`src/rtl/adc_log_pkg.sv`:
```
// Shared types and constants for the ADC averaging/logging path.
// The packed word layout is what the logger/transport stage reads out of the FIFO.
package adc_log_pkg;

  localparam int SAMPLE_W = 12;
  localparam int CH_W     = 3;
  localparam int NUM_CH   = 8;
  localparam int SUM_W    = SAMPLE_W + 4;

  typedef struct packed {
    logic                lost;
    logic [CH_W-1:0]     ch;
    logic [SAMPLE_W-1:0] avg;
  } adc_word_t;

  // Truncating divide by 2^log2; no rounding.
  function automatic logic [SAMPLE_W-1:0] avg_shift(input logic [SUM_W-1:0] sum,
                                                    input int unsigned log2);
    logic [SUM_W-1:0] shifted;
    shifted   = sum >> log2;
    avg_shift = shifted[SAMPLE_W-1:0];
  endfunction

endpackage

```
`src/rtl/sync_fifo.sv`:
```
// Show-ahead synchronous FIFO with registered full/empty/count.
// The head word reads as zero while empty so the output is clean after reset.
module sync_fifo #(
  parameter int WIDTH = 16,
  parameter int DEPTH = 16,
  localparam int AW   = $clog2(DEPTH)
) (
  input  logic             iCLK,
  input  logic             iRST,
  input  logic             push,
  input  logic             pop,
  input  logic [WIDTH-1:0] wdata,
  output logic [WIDTH-1:0] rdata,
  output logic             full,
  output logic             empty,
  output logic [AW:0]      count
);

  logic [WIDTH-1:0] mem [DEPTH];
  logic [AW-1:0]    wr_ptr;
  logic [AW-1:0]    rd_ptr;
  logic             pop_ok;
  logic             push_ok;
  logic [AW:0]      count_nxt;

  assign pop_ok  = pop & ~empty;
  // A push into a full FIFO is legal when the head leaves in the same edge.
  assign push_ok = push & (~full | pop_ok);

  always_comb begin
    count_nxt = count;
    if (push_ok & ~pop_ok)
      count_nxt = count + 1'b1;
    else if (pop_ok & ~push_ok)
      count_nxt = count - 1'b1;
  end

  always_ff @(posedge iCLK or negedge iRST) begin
    if (!iRST) begin
      wr_ptr <= '0;
      rd_ptr <= '0;
      count  <= '0;
      full   <= 1'b0;
      empty  <= 1'b1;
    end else begin
      if (push_ok)
        wr_ptr <= wr_ptr + 1'b1;
      if (pop_ok)
        rd_ptr <= rd_ptr + 1'b1;
      count <= count_nxt;
      full  <= (count_nxt == (AW+1)'(DEPTH));
      empty <= (count_nxt == '0);
    end
  end

  always_ff @(posedge iCLK) begin
    if (push_ok)
      mem[wr_ptr] <= wdata;
  end

  assign rdata = empty ? '0 : mem[rd_ptr];

endmodule

```
`src/rtl/adc_avg_fifo.sv`:
```
// Per-channel block averager for ADC samples feeding a show-ahead log FIFO.
// Averages that find the FIFO full are counted, flagged, and marked on the next stored word.
module adc_avg_fifo
  import adc_log_pkg::*;
#(
  parameter int AVG_LOG2 = 2,
  parameter int DEPTH    = 16
) (
  input  logic                     iCLK,
  input  logic                     iRST,
  input  logic                     iENABLE,
  input  logic                     iVALID,
  input  logic [2:0]               iCH,
  input  logic [11:0]              iDATA,
  input  logic                     iRD_EN,
  input  logic                     iCLR_OVF,
  output logic [15:0]              oRD_DATA,
  output logic                     oEMPTY,
  output logic                     oFULL,
  output logic [$clog2(DEPTH):0]   oCOUNT,
  output logic                     oOVF,
  output logic [7:0]               oDROP_CNT
);

  localparam int ACC_W = SAMPLE_W + AVG_LOG2;
  localparam int CNT_W = (AVG_LOG2 > 0) ? AVG_LOG2 : 1;
  localparam logic [CNT_W-1:0] CNT_LAST = CNT_W'((1 << AVG_LOG2) - 1);

  logic [ACC_W-1:0]    acc [NUM_CH];
  logic [CNT_W-1:0]    cnt [NUM_CH];
  logic                accept_p0;
  logic                done_p0;
  logic [ACC_W-1:0]    sum_p0;
  logic                push_vld_p1;
  logic [CH_W-1:0]     push_ch_p1;
  logic [SAMPLE_W-1:0] push_avg_p1;
  logic                lost_pend;
  logic                drop;
  adc_word_t           wr_word;

  assign accept_p0 = iVALID & iENABLE;
  assign sum_p0    = acc[iCH] + ACC_W'(iDATA);
  assign done_p0   = (cnt[iCH] == CNT_LAST);

  // Stage p0 -> p1: accumulate, and register a push request on block completion
  always_ff @(posedge iCLK or negedge iRST) begin
    if (!iRST) begin
      for (int c = 0; c < NUM_CH; c++) begin
        acc[c] <= '0;
        cnt[c] <= '0;
      end
      push_vld_p1 <= 1'b0;
      push_ch_p1  <= '0;
      push_avg_p1 <= '0;
    end else begin
      if (!iENABLE) begin
        for (int c = 0; c < NUM_CH; c++) begin
          acc[c] <= '0;
          cnt[c] <= '0;
        end
      end else if (iVALID) begin
        if (done_p0) begin
          acc[iCH] <= '0;
          cnt[iCH] <= '0;
        end else begin
          acc[iCH] <= sum_p0;
          cnt[iCH] <= cnt[iCH] + 1'b1;
        end
      end
      push_vld_p1 <= accept_p0 & done_p0;
      if (accept_p0 & done_p0) begin
        push_ch_p1  <= iCH;
        push_avg_p1 <= avg_shift(SUM_W'(sum_p0), AVG_LOG2);
      end
    end
  end

  // Stage p1 -> FIFO: store or drop the pending average
  assign drop = push_vld_p1 & oFULL & ~iRD_EN;

  always_comb begin
    wr_word      = '0;
    wr_word.lost = lost_pend;
    wr_word.ch   = push_ch_p1;
    wr_word.avg  = push_avg_p1;
  end

  always_ff @(posedge iCLK or negedge iRST) begin
    if (!iRST) begin
      lost_pend <= 1'b0;
      oOVF      <= 1'b0;
      oDROP_CNT <= '0;
    end else begin
      if (drop)
        lost_pend <= 1'b1;
      else if (push_vld_p1)
        lost_pend <= 1'b0;
      // Clearing wins over a coincident drop; lost_pend is left alone.
      if (iCLR_OVF) begin
        oOVF      <= 1'b0;
        oDROP_CNT <= '0;
      end else if (drop) begin
        oOVF <= 1'b1;
        if (oDROP_CNT != 8'hFF)
          oDROP_CNT <= oDROP_CNT + 1'b1;
      end
    end
  end

  sync_fifo #(
    .WIDTH ($bits(adc_word_t)),
    .DEPTH (DEPTH)
  ) u_fifo (
    .iCLK  (iCLK),
    .iRST  (iRST),
    .push  (push_vld_p1),
    .pop   (iRD_EN),
    .wdata (wr_word),
    .rdata (oRD_DATA),
    .full  (oFULL),
    .empty (oEMPTY),
    .count (oCOUNT)
  );

endmodule

```
`config.mk`:
```
export PLATFORM = sky130hd
export DESIGN_NAME = adc_avg_fifo
export DESIGN_NICKNAME = d
export VERILOG_FILES = /design/src/rtl/adc_log_pkg.sv /design/src/rtl/sync_fifo.sv /design/src/rtl/adc_avg_fifo.sv
export SDC_FILE = /design/constraint.sdc
export NUM_CORES = 1
export LEC_CHECK = 0
export ABC_AREA = 1
export ABC_CLOCK_PERIOD_IN_PS = 4850
export BUFFER_PORTS_ARGS = -buffer_cell sky130_fd_sc_hd__buf_2
export CAP_MARGIN = 10
export CORE_ASPECT_RATIO = 1.25
export CORE_MARGIN = 5
export CORE_UTILIZATION = 40
export CTS_CLUSTER_DIAMETER = 50
export DETAILED_ROUTE_END_ITERATION = 12
export PLACE_DENSITY_LB_ADDON = 0.2
export SYNTH_ARGS = -nofsm -noshare
export SYNTH_HDL_FRONTEND = slang
export SYNTH_SLANG_ARGS = --single-unit
```
`constraint.sdc`:
```
create_clock -name iCLK -period 4.85 [get_ports iCLK]
set_input_delay 0.7275 -clock iCLK [delete_from_list [all_inputs] [get_ports iCLK]]
set_output_delay 0.7275 -clock iCLK [all_outputs]
set_load 0.005 [all_outputs]
```
==> results of run 1 <==
[power by group through the flow]
stage | Clock [W] | Sequential (W) | Combinational [W]
after global routing | 0.00386 | 0.00417 | 0.00262
after detailed placement | 0 | 0.00423 | 0.00237
after floorplan | 0 | 0.00407 | 0.00159
after global placement | 0 | 0.00422 | 0.00234
after CTS | 0.00371 | 0.00415 | 0.00238
final | 0.00364 | 0.00415 | 0.00234
[metal layers]
layer | part of all wire | vias to the layer above
li1 | - | 6912
met1 | 0.40 | 7477
met2 | 0.49 | 574
met3 | 0.063 | 133
met4 | 0.039 | 0
met5 | 0 | -
[critical path: stages (launching register included)]
cell	delay (ns)
sky130_fd_sc_hd__dfrtp_4	0.75
sky130_fd_sc_hd__clkinv_2	0.68
sky130_fd_sc_hd__buf_4	0.48
sky130_fd_sc_hd__o21ai_0	0.20
sky130_fd_sc_hd__o22ai_1	0.09
sky130_fd_sc_hd__o211ai_1	0.27
sky130_fd_sc_hd__a21oi_1	0.14
sky130_fd_sc_hd__buf_2	0.18
[final cells by class]
| type | instances | area share |
|---|---|---|
| timing repair buffer | 106 | 0.0316 |
| multi-input combinational | 1224 | 0.291 |
| clock inverter | 22 | 0.0133 |
| tap | 644 | 0.0366 |
| inverter | 169 | 0.0290 |
| sequential | 425 | 0.541 |
| clock buffer | 64 | 0.0580 |
[cell families after synthesis]
logic type	count (synthesis)	share of synthesized area
simple gates	672	0.146
buf+inv	264	0.0546
xor+xnor	16	0.00763
compound gates	514	0.161
flops	425	0.616
fa+ha+maj	22	0.0146
[cell usage in the layout (no fill, tap or decap), types with 6 or more instances in the layout]
cell type                   instances
sky130_fd_sc_hd__nand2_1          298
sky130_fd_sc_hd__edfxtp_1         256
sky130_fd_sc_hd__o21ai_0          210
sky130_fd_sc_hd__nor2_1           189
sky130_fd_sc_hd__dfrtp_1          166
sky130_fd_sc_hd__inv_1            155
sky130_fd_sc_hd__nand3_1          135
sky130_fd_sc_hd__o22ai_1           91
sky130_fd_sc_hd__a21oi_1           79
sky130_fd_sc_hd__buf_4             52
sky130_fd_sc_hd__buf_2             51
sky130_fd_sc_hd__o221ai_1          46
sky130_fd_sc_hd__clkbuf_16         46
sky130_fd_sc_hd__ha_1              21
sky130_fd_sc_hd__nor2_2            19
sky130_fd_sc_hd__o211ai_1          18
sky130_fd_sc_hd__a221oi_1          15
sky130_fd_sc_hd__xor2_1            12
sky130_fd_sc_hd__clkbuf_1          12
sky130_fd_sc_hd__nand4_1           11
sky130_fd_sc_hd__o21ai_1           10
sky130_fd_sc_hd__inv_2              9
sky130_fd_sc_hd__a22oi_1            9
sky130_fd_sc_hd__a21o_1             7
sky130_fd_sc_hd__clkinv_2           6
sky130_fd_sc_hd__clkinv_1           6
sky130_fd_sc_hd__bufinv_16          6
sky130_fd_sc_hd__clkbuf_8           6
[flip-flops by register name, summed over array words and instances (netlist names)]
signal / flops
acc: 112
cnt: 16
lost_pend: 1
oDROP_CNT: 8
oOVF: 1
push_avg_p1: 12
push_ch_p1: 3
push_vld_p1: 1
u_fifo.count: 5
u_fifo.empty: 1
u_fifo.full: 1
u_fifo.mem: 256
u_fifo.rd_ptr: 4
u_fifo.wr_ptr: 4
[worst max-delay path by stage]
stage	startpoint	end	slack, ns	cells after the start
finish	u_fifo.rd_ptr[0]	oRD_DATA[0]	0.72	7
global route	u_fifo.rd_ptr[0]	oRD_DATA[0]	0.49	7
CTS	u_fifo.rd_ptr[0]	oRD_DATA[0]	0.65	7
detailed placement	iCH[0]	acc[26]	0.60	15
global placement	iCH[0]	acc[26]	0.64	18
floorplan	iCH[0]	acc[90]	1.37	18
[per-stage QoR]
| step | power [W] | utilization |
|---|---|---|
| 4_1_cts | 0.0102 | 0.458 |
| 3_3_place_gp | 0.00656 | 0.426 |
| 6_report | 0.0101 | 0.458 |
| 5_1_grt | 0.0107 | 0.458 |
| 2_1_floorplan | 0.00566 | - |
| 3_5_place_dp | 0.00659 | 0.426 |
==> flow_summary.rst, run 1 <==
.. list-table::
   :header-rows: 1

   * - Metric
     - Value
   * - Outcome
     - complete, no violations
   * - DIE WIDTH
     - 207 µm
   * - Share of flip-flops with an asynchronous set or reset
     - 0.398
   * - Multi-input logic area
     - 6410 µm²
   * - Share of post-route cells with drive strength above 1
     - 0.117
   * - Die Area
     - 52900 µm²
   * - Global placer's final weighted congestion
     - 0.955
   * - Global-route wire length before repair
     - 90400 µm
   * - Starting density of the core
     - 0.402
   * - Total global-route track usage
     - 0.222
   * - Ant diodes
     - 0
   * - Slew @ Worst Pin
     - 1.14 ns
   * - Post CTS Setup Buffer Count
     - 0
   * - GR met1 Demand/Resource
     - 0.287
   * - R2r setup slk
     - 1.69 ns
   * - Share of synthesized area occupied by flip-flops and latches
     - 0.616
   * - Area taken by flip-flops and latches
     - 11900 µm²
   * - Worst VDD drop
     - 0.000269 V
   * - Proportion of power drawn by the clock network
     - 0.359
   * - Design area
     - 22000 µm²
   * - Insertion delay to the later sink of the worst-skew pair
     - 0.60 ns
   * - Number of H-tree branching levels
     - 2
   * - Total net switching power
     - 0.00325 W
   * - Power per standard cell area
     - 460 nW/µm²
   * - Port buffer count
     - 52
   * - Number of filler cells placed in the layout
     - 4494
   * - Clock-pin slew on the worst setup and hold paths
     - 0.06 ns
   * - Core Region
     - 48100 µm²
   * - Layout Skew
     - 0.0350 ns
   * - Max Buffers Root-to-Sink
     - 3
   * - Type of the most critical hold path
     - input port to asynchronous set/reset pin
   * - Minimum clock period after layout
     - 4.13 ns
   * - Post-DRT Antenna Nets
     - 0
   * - Cts hold-fix bufs
     - 0
   * - Cell types with the largest area share after synthesis
     - sky130_fd_sc_hd__edfxtp_1 40%, sky130_fd_sc_hd__dfrtp_1 22%, sky130_fd_sc_hd__nand2_1 5.8%
   * - Crit path required time
     - 4.12 ns
   * - Netlist area before placement
     - 19300 µm²
   * - Post-synth cell types
     - 53
   * - CTS root buffer
     - sky130_fd_sc_hd__clkbuf_16
   * - Synthesis-to-layout area growth
     - 14.0%
   * - Avg Synthesized Cell Area
     - 10.1 µm²
   * - Cell Rows
     - 90
   * - Final slew viol count
     - 0
   * - Area fraction of the dominant cell type after synthesis
     - 0.397
   * - Final period util
     - 0.851
   * - Final Net Count
     - 2015
   * - # setup viols final
     - 0
   * - Final critical-path setup slack
     - 0.723 ns
   * - Grt met2 use
     - 0.373
   * - Largest net degree at the start of global routing
     - 86
   * - Length in cells of the worst reg-to-reg path
     - 13
   * - Fin Hold WS
     - 0.214 ns
   * - HPWL after detailed placement
     - 37400 µm
   * - Total vias in the final route
     - 15.1k
   * - Flop pwr share
     - 0.410
   * - Number of enable-type register cells in the synthesized netlist
     - 256
   * - Achievable frequency
     - 242 MHz
   * - Worst Setup Start Kind
     - flop
   * - Capturing point of the worst reg2reg path
     - acc[95]
   * - RSZ-0062 raised after global routing
     - false
   * - Number of antenna violations at the first check in global routing
     - 0
   * - Routed wire length
     - 58700 µm
   * - Number of hold violations in the final report
     - 0
   * - Area post-placement
     - 20500 µm²
   * - Combinational group share of total power
     - 0.231
   * - Post-route setup TNS
     - 0 ns
   * - Global route overflow
     - 0
   * - Number of CTS-inserted buffers
     - 46
   * - Number of standard cells in the layout, taps in and fillers out
     - 2654
   * - Drt via density
     - 5.69
   * - Main flop type after synthesis
     - sky130_fd_sc_hd__edfxtp_1
   * - Starting DRT DRC Count
     - 1193
   * - Static leakage
     - 9.05 nW
   * - Arrival time at the worst endpoint
     - 3.40 ns
   * - Post-Synthesis Net Count
     - 1956
   * - Critical path start-end classification
     - flop to output pin
   * - First-pass iteration count of the detailed router
     - 7
   * - Post-Synthesis Cells
     - 1913
   * - Clock tree from TritonCTS
     - done
   * - Internal portion of total power
     - 0.00688 W
   * - Die Y-Extent
     - 256 µm
   * - Clk sinks
     - 425
   * - Leading cell types by count after synthesis
     - 298 x sky130_fd_sc_hd__nand2_1, 256 x sky130_fd_sc_hd__edfxtp_1, 210 x sky130_fd_sc_hd__o21ai_0
   * - Gates resized, CTS repair
     - 0
   * - Critical register-to-register path startpoint
     - acc[94]
   * - Relative slew slack
     - 0.239
   * - Global route hottest layer
     - met2
   * - Maximum capacitance violations
     - 0
   * - Most common cell in the synthesized netlist
     - sky130_fd_sc_hd__nand2_1
   * - Worst setup slack after placement
     - 0.601 ns
   * - Crit path capture type
     - output pin
   * - Top-level port count
     - 53
   * - Critical Path Fanout Max
     - 50
   * - Number of storage elements in the synthesis netlist
     - 425
   * - Drt drc
     - 0
   * - Switching share of power
     - 0.321
   * - GR met3 Demand/Resource
     - 0.0376
   * - Total instance count after detailed placement
     - 2568
   * - Yosys top cell by area
     - sky130_fd_sc_hd__edfxtp_1
   * - Via count of the first global-routing pass
     - 14.9k
   * - WL/cell
     - 22.1 µm
   * - Synth Warn #
     - 0
Power figures use the tool's default switching activity.
==> inputs of run 2 (changes only) <==
--- a/config.mk
+++ b/config.mk
@@ -14,6 +14,7 @@
 export CORE_UTILIZATION = 40
 export CTS_CLUSTER_DIAMETER = 50
 export DETAILED_ROUTE_END_ITERATION = 12
+export GPL_TIMING_DRIVEN = 0
 export PLACE_DENSITY_LB_ADDON = 0.2
 export SYNTH_ARGS = -nofsm -noshare
 export SYNTH_HDL_FRONTEND = slang
==> run 2 against run 1 <==
Compared with the run above: critical path depth grew 8; sequential power down 3%; flip-flop and latch count stayed put; largest cell class unchanged.
==> flow_summary.rst, run 2 (synthesis gave the netlist of run 1 again) <==
.. list-table::
   :header-rows: 1

   * - Metric
     - Value
   * - Outcome
     - complete, no violations
   * - Final slew viol count
     - 0 (unchanged)
   * - Total global-route track usage
     - 0.234 (+0.0125)
   * - Crit-path leading delay family
     - simple AND/OR/NAND/NOR gates
   * - RSZ-0062 raised after global routing
     - false
   * - Met2 wire len
     - 31200 µm (+7.5%)
   * - Met3 WL post-DR
     - 3980 µm (+7.6%)
   * - Flip-flop count of the largest register, all copies and words added
     - 256 (unchanged)
   * - Core Region
     - 48100 µm² (unchanged)
   * - Length in cells of the worst reg-to-reg path
     - 12 (-1)
   * - Drt drc
     - 0 (unchanged)
   * - Type of the most critical hold path
     - input port to asynchronous set/reset pin
   * - Largest register by flop count
     - u_fifo.mem
   * - Max incr delay on CP
     - 0.68 ns (-0.07 ns)
   * - Ant diodes
     - 0 (unchanged)
   * - Worst path cell trace
     - buf_2 -> buf_4 -> nand2_1 -> clkbuf_1 -> o22ai_1 -> a221oi_1 -> nand4_1 -> ha_1 -> a21oi_1 -> a21boi_0 -> nand4_1 -> nand3_1 -> nand2_1 -> nand3_1 -> o21ai_0
   * - Global-route wire length before repair
     - 95200 µm (+5.3%)
   * - Post-route setup TNS
     - 0 ns (unchanged)
   * - Largest registers in the final layout
     - u_fifo.mem: 256 flops, acc: 112 flops, cnt: 16 flops
   * - Highest metal layer with signal wires
     - met4
   * - Maximum capacitance violations
     - 0 (unchanged)
   * - Slowest cell on the critical path
     - sky130_fd_sc_hd__nand4_1
   * - Utilization after layout
     - 0.462 (+0.00356)
   * - First-pass iteration count of the detailed router
     - 5 (-2)
   * - Total vias in the final route
     - 15.4k (+2.2%)
   * - Cell Rows
     - 90 (unchanged)
   * - Largest net degree at the start of global routing
     - 117 (+36%)
   * - Die Y-Extent
     - 256 µm (unchanged)
   * - Starting DRT DRC Count
     - 1278 (+7.1%)
   * - Crit path capture type
     - flop
   * - Number of filler cells placed in the layout
     - 4577 (+1.8%)
   * - Max Buffers Root-to-Sink
     - 3 (unchanged)
   * - Clock-pin slew on the worst setup and hold paths
     - 0.06 ns (about the same)
   * - Critical Path Fanout Max
     - 10 (-80%)
   * - Top-level port count
     - 53 (unchanged)
   * - Die Area
     - 52900 µm² (unchanged)
   * - Crit path required time
     - 5.30 ns (+1.18 ns)
   * - Number of H-tree branching levels
     - 2 (unchanged)
   * - Most common cell after layout, fill and taps aside
     - sky130_fd_sc_hd__nand2_1
   * - Sum of buffers and inverters on the critical path
     - 3 (unchanged)
   * - Synthesis-to-layout area growth
     - 14.9%
   * - R2r setup slk
     - 1.38 ns (-0.31 ns)
   * - CTS root buffer
     - sky130_fd_sc_hd__clkbuf_16
   * - Port buffer count
     - 49 (-5.8%)
   * - Worst VDD drop
     - 0.000284 V (+5.5%)
   * - Starting density of the core
     - 0.402 (unchanged)
   * - DIE WIDTH
     - 207 µm (unchanged)
   * - # setup viols final
     - 0 (unchanged)
   * - Cts hold-fix bufs
     - 0 (unchanged)
   * - Number of antenna violations at the first check in global routing
     - 0 (unchanged)
   * - M1 wire length
     - 24100 µm (+1.8%)
   * - Post CTS Setup Buffer Count
     - 0 (unchanged)
   * - Share of post-route cells with drive strength above 1
     - 0.108 (-0.00893)
   * - Global route overflow
     - 0 (unchanged)
   * - Drt via density
     - 5.70 (+0.16%)
   * - Via count of the first global-routing pass
     - 15.7k (+5.4%)
   * - Critical register-to-register path startpoint
     - acc[94]
   * - Clk sinks
     - 425 (unchanged)
   * - Achievable frequency
     - 227 MHz (-6.5%)
   * - Post-DRT Antenna Nets
     - 0 (unchanged)
   * - HPWL after detailed placement
     - 44300 µm (+19%)
   * - Commonest cells after routing, fill and taps aside
     - 298 x sky130_fd_sc_hd__nand2_1, 256 x sky130_fd_sc_hd__edfxtp_1, 210 x sky130_fd_sc_hd__o21ai_0, 189 x sky130_fd_sc_hd__nor2_1, 168 x sky130_fd_sc_hd__dfrtp_1
   * - Power per standard cell area
     - 457 nW/µm² (-0.60%)
   * - Critical path start-end classification
     - input port to flop
   * - Number of CTS-inserted buffers
     - 46 (unchanged)
   * - Worst Setup Start Kind
     - input port
   * - Number of hold violations in the final report
     - 0 (unchanged)
   * - Minimum clock period after layout
     - 4.41 ns (+0.288 ns)
   * - Final Net Count
     - 2070 (+2.7%)
   * - Clock tree from TritonCTS
     - done
   * - Arrival time at the worst endpoint
     - 4.86 ns (+1.46 ns)
   * - Slew @ Worst Pin
     - 1.22 ns (+0.0799 ns)
   * - Capturing point of the worst reg2reg path
     - acc[95]
   * - Relative slew slack
     - 0.180 (-0.0591)
   * - Global placer's final weighted congestion
     - 0.898 (-6.0%)
   * - Layout Skew
     - 0.0202 ns (-0.0148 ns)
   * - Insertion delay to the later sink of the worst-skew pair
     - 0.58 ns (-0.02 ns)
   * - WL/cell
     - 22.9 µm (+3.5%)
   * - Static leakage
     - 9.07 nW (+0.14%)
   * - Final period util
     - 0.910 (+0.0593)
   * - Routed wire length
     - 62000 µm (+5.7%)
## run 2: cell count changes in the layout (fill, tap and decap cells not counted), sizes merged
cell / previous run / this run
clkbuf: 64 / 107
clkinv: 16 / 26
bufinv: 6 / 1
buf: 106 / 110
inv: 168 / 170
clkinvlp: 1 / 2
## run 2: how the worst max path moves through the flow
stage / from / cells past startpoint / slack [ns] / end
3_3_place_gp: iCH[0] / 19 / -0.37 / acc[6]
3_5_place_dp: iCH[0] / 19 / -0.40 / acc[90]
5_1_grt: iCH[0] / 19 / 0.18 / acc[90]
2_1_floorplan: iCH[0] / 18 / 1.37 / acc[90]
6_report: iCH[0] / 15 / 0.44 / acc[95]
4_1_cts: iCH[0] / 19 / 0.22 / acc[90]
## run 2: worst reg2reg max path: cells and delay by family (launching register included)
| family | cells | cell delay (ns) |
|---|---|---|
| simple gates | 5 | 1.39 |
| flops | 1 | 0.39 |
| compound gates | 5 | 1.06 |
| buf+inv | 1 | 0.08 |
| fa+ha+maj | 1 | 0.43 |
## run 2: repair_timing
| action | in CTS | in global routing |
|---|---|---|
| hold endpoints to repair | 0 | 0 |
| resized for setup | 0 | 1 |
| setup endpoints to repair | 0 | 8 |
## run 2: metal layers
layer,GRT usage,up-vias
met5,0,-
met4,0.101,0
met3,0.0347,156
met2,0.403,621
met1,0.291,7638
li1,-,7019
## run 2: cell type report
class                           instances  area [µm²]  share of cell area
Buffer                                 95         419              0.0189
Clock buffer                           56        1210              0.0545
Clock inverter                         30         211             0.00952
Inverter                              169         637              0.0287
Multi-Input combinational cell       1224        6410               0.289
Sequential cell                       425       11900               0.537
Tap cell                              644         806              0.0363
Timing Repair Buffer                   66         598              0.0269
## run 2: power breakdown
group          switching (W)  total (W)  internal (W)  leakage (nW)
registers           0.000108    0.00403       0.00393          4.80
clock network        0.00150    0.00335       0.00185         0.692
logic                0.00195    0.00276      0.000817          3.58
total                0.00355     0.0101       0.00659          9.07
## run 2: per-stage QoR
stage / cell area, µm² / power (W) / std cells / worst slack, ns / hold slack [ns]
floorplan: 19300 / 0.00566 / 1913 / 1.37 / 0.432
global placement: 20400 / 0.00682 / 2606 / -0.374 / 0.462
detailed placement: 20800 / 0.00687 / 2623 / -0.400 / 0.465
CTS: 22200 / 0.0102 / 2709 / 0.216 / 0.0702
global route: 22200 / 0.0106 / 2709 / 0.177 / 0.0956
finish: 22200 / 0.0101 / 2709 / 0.436 / 0.0715
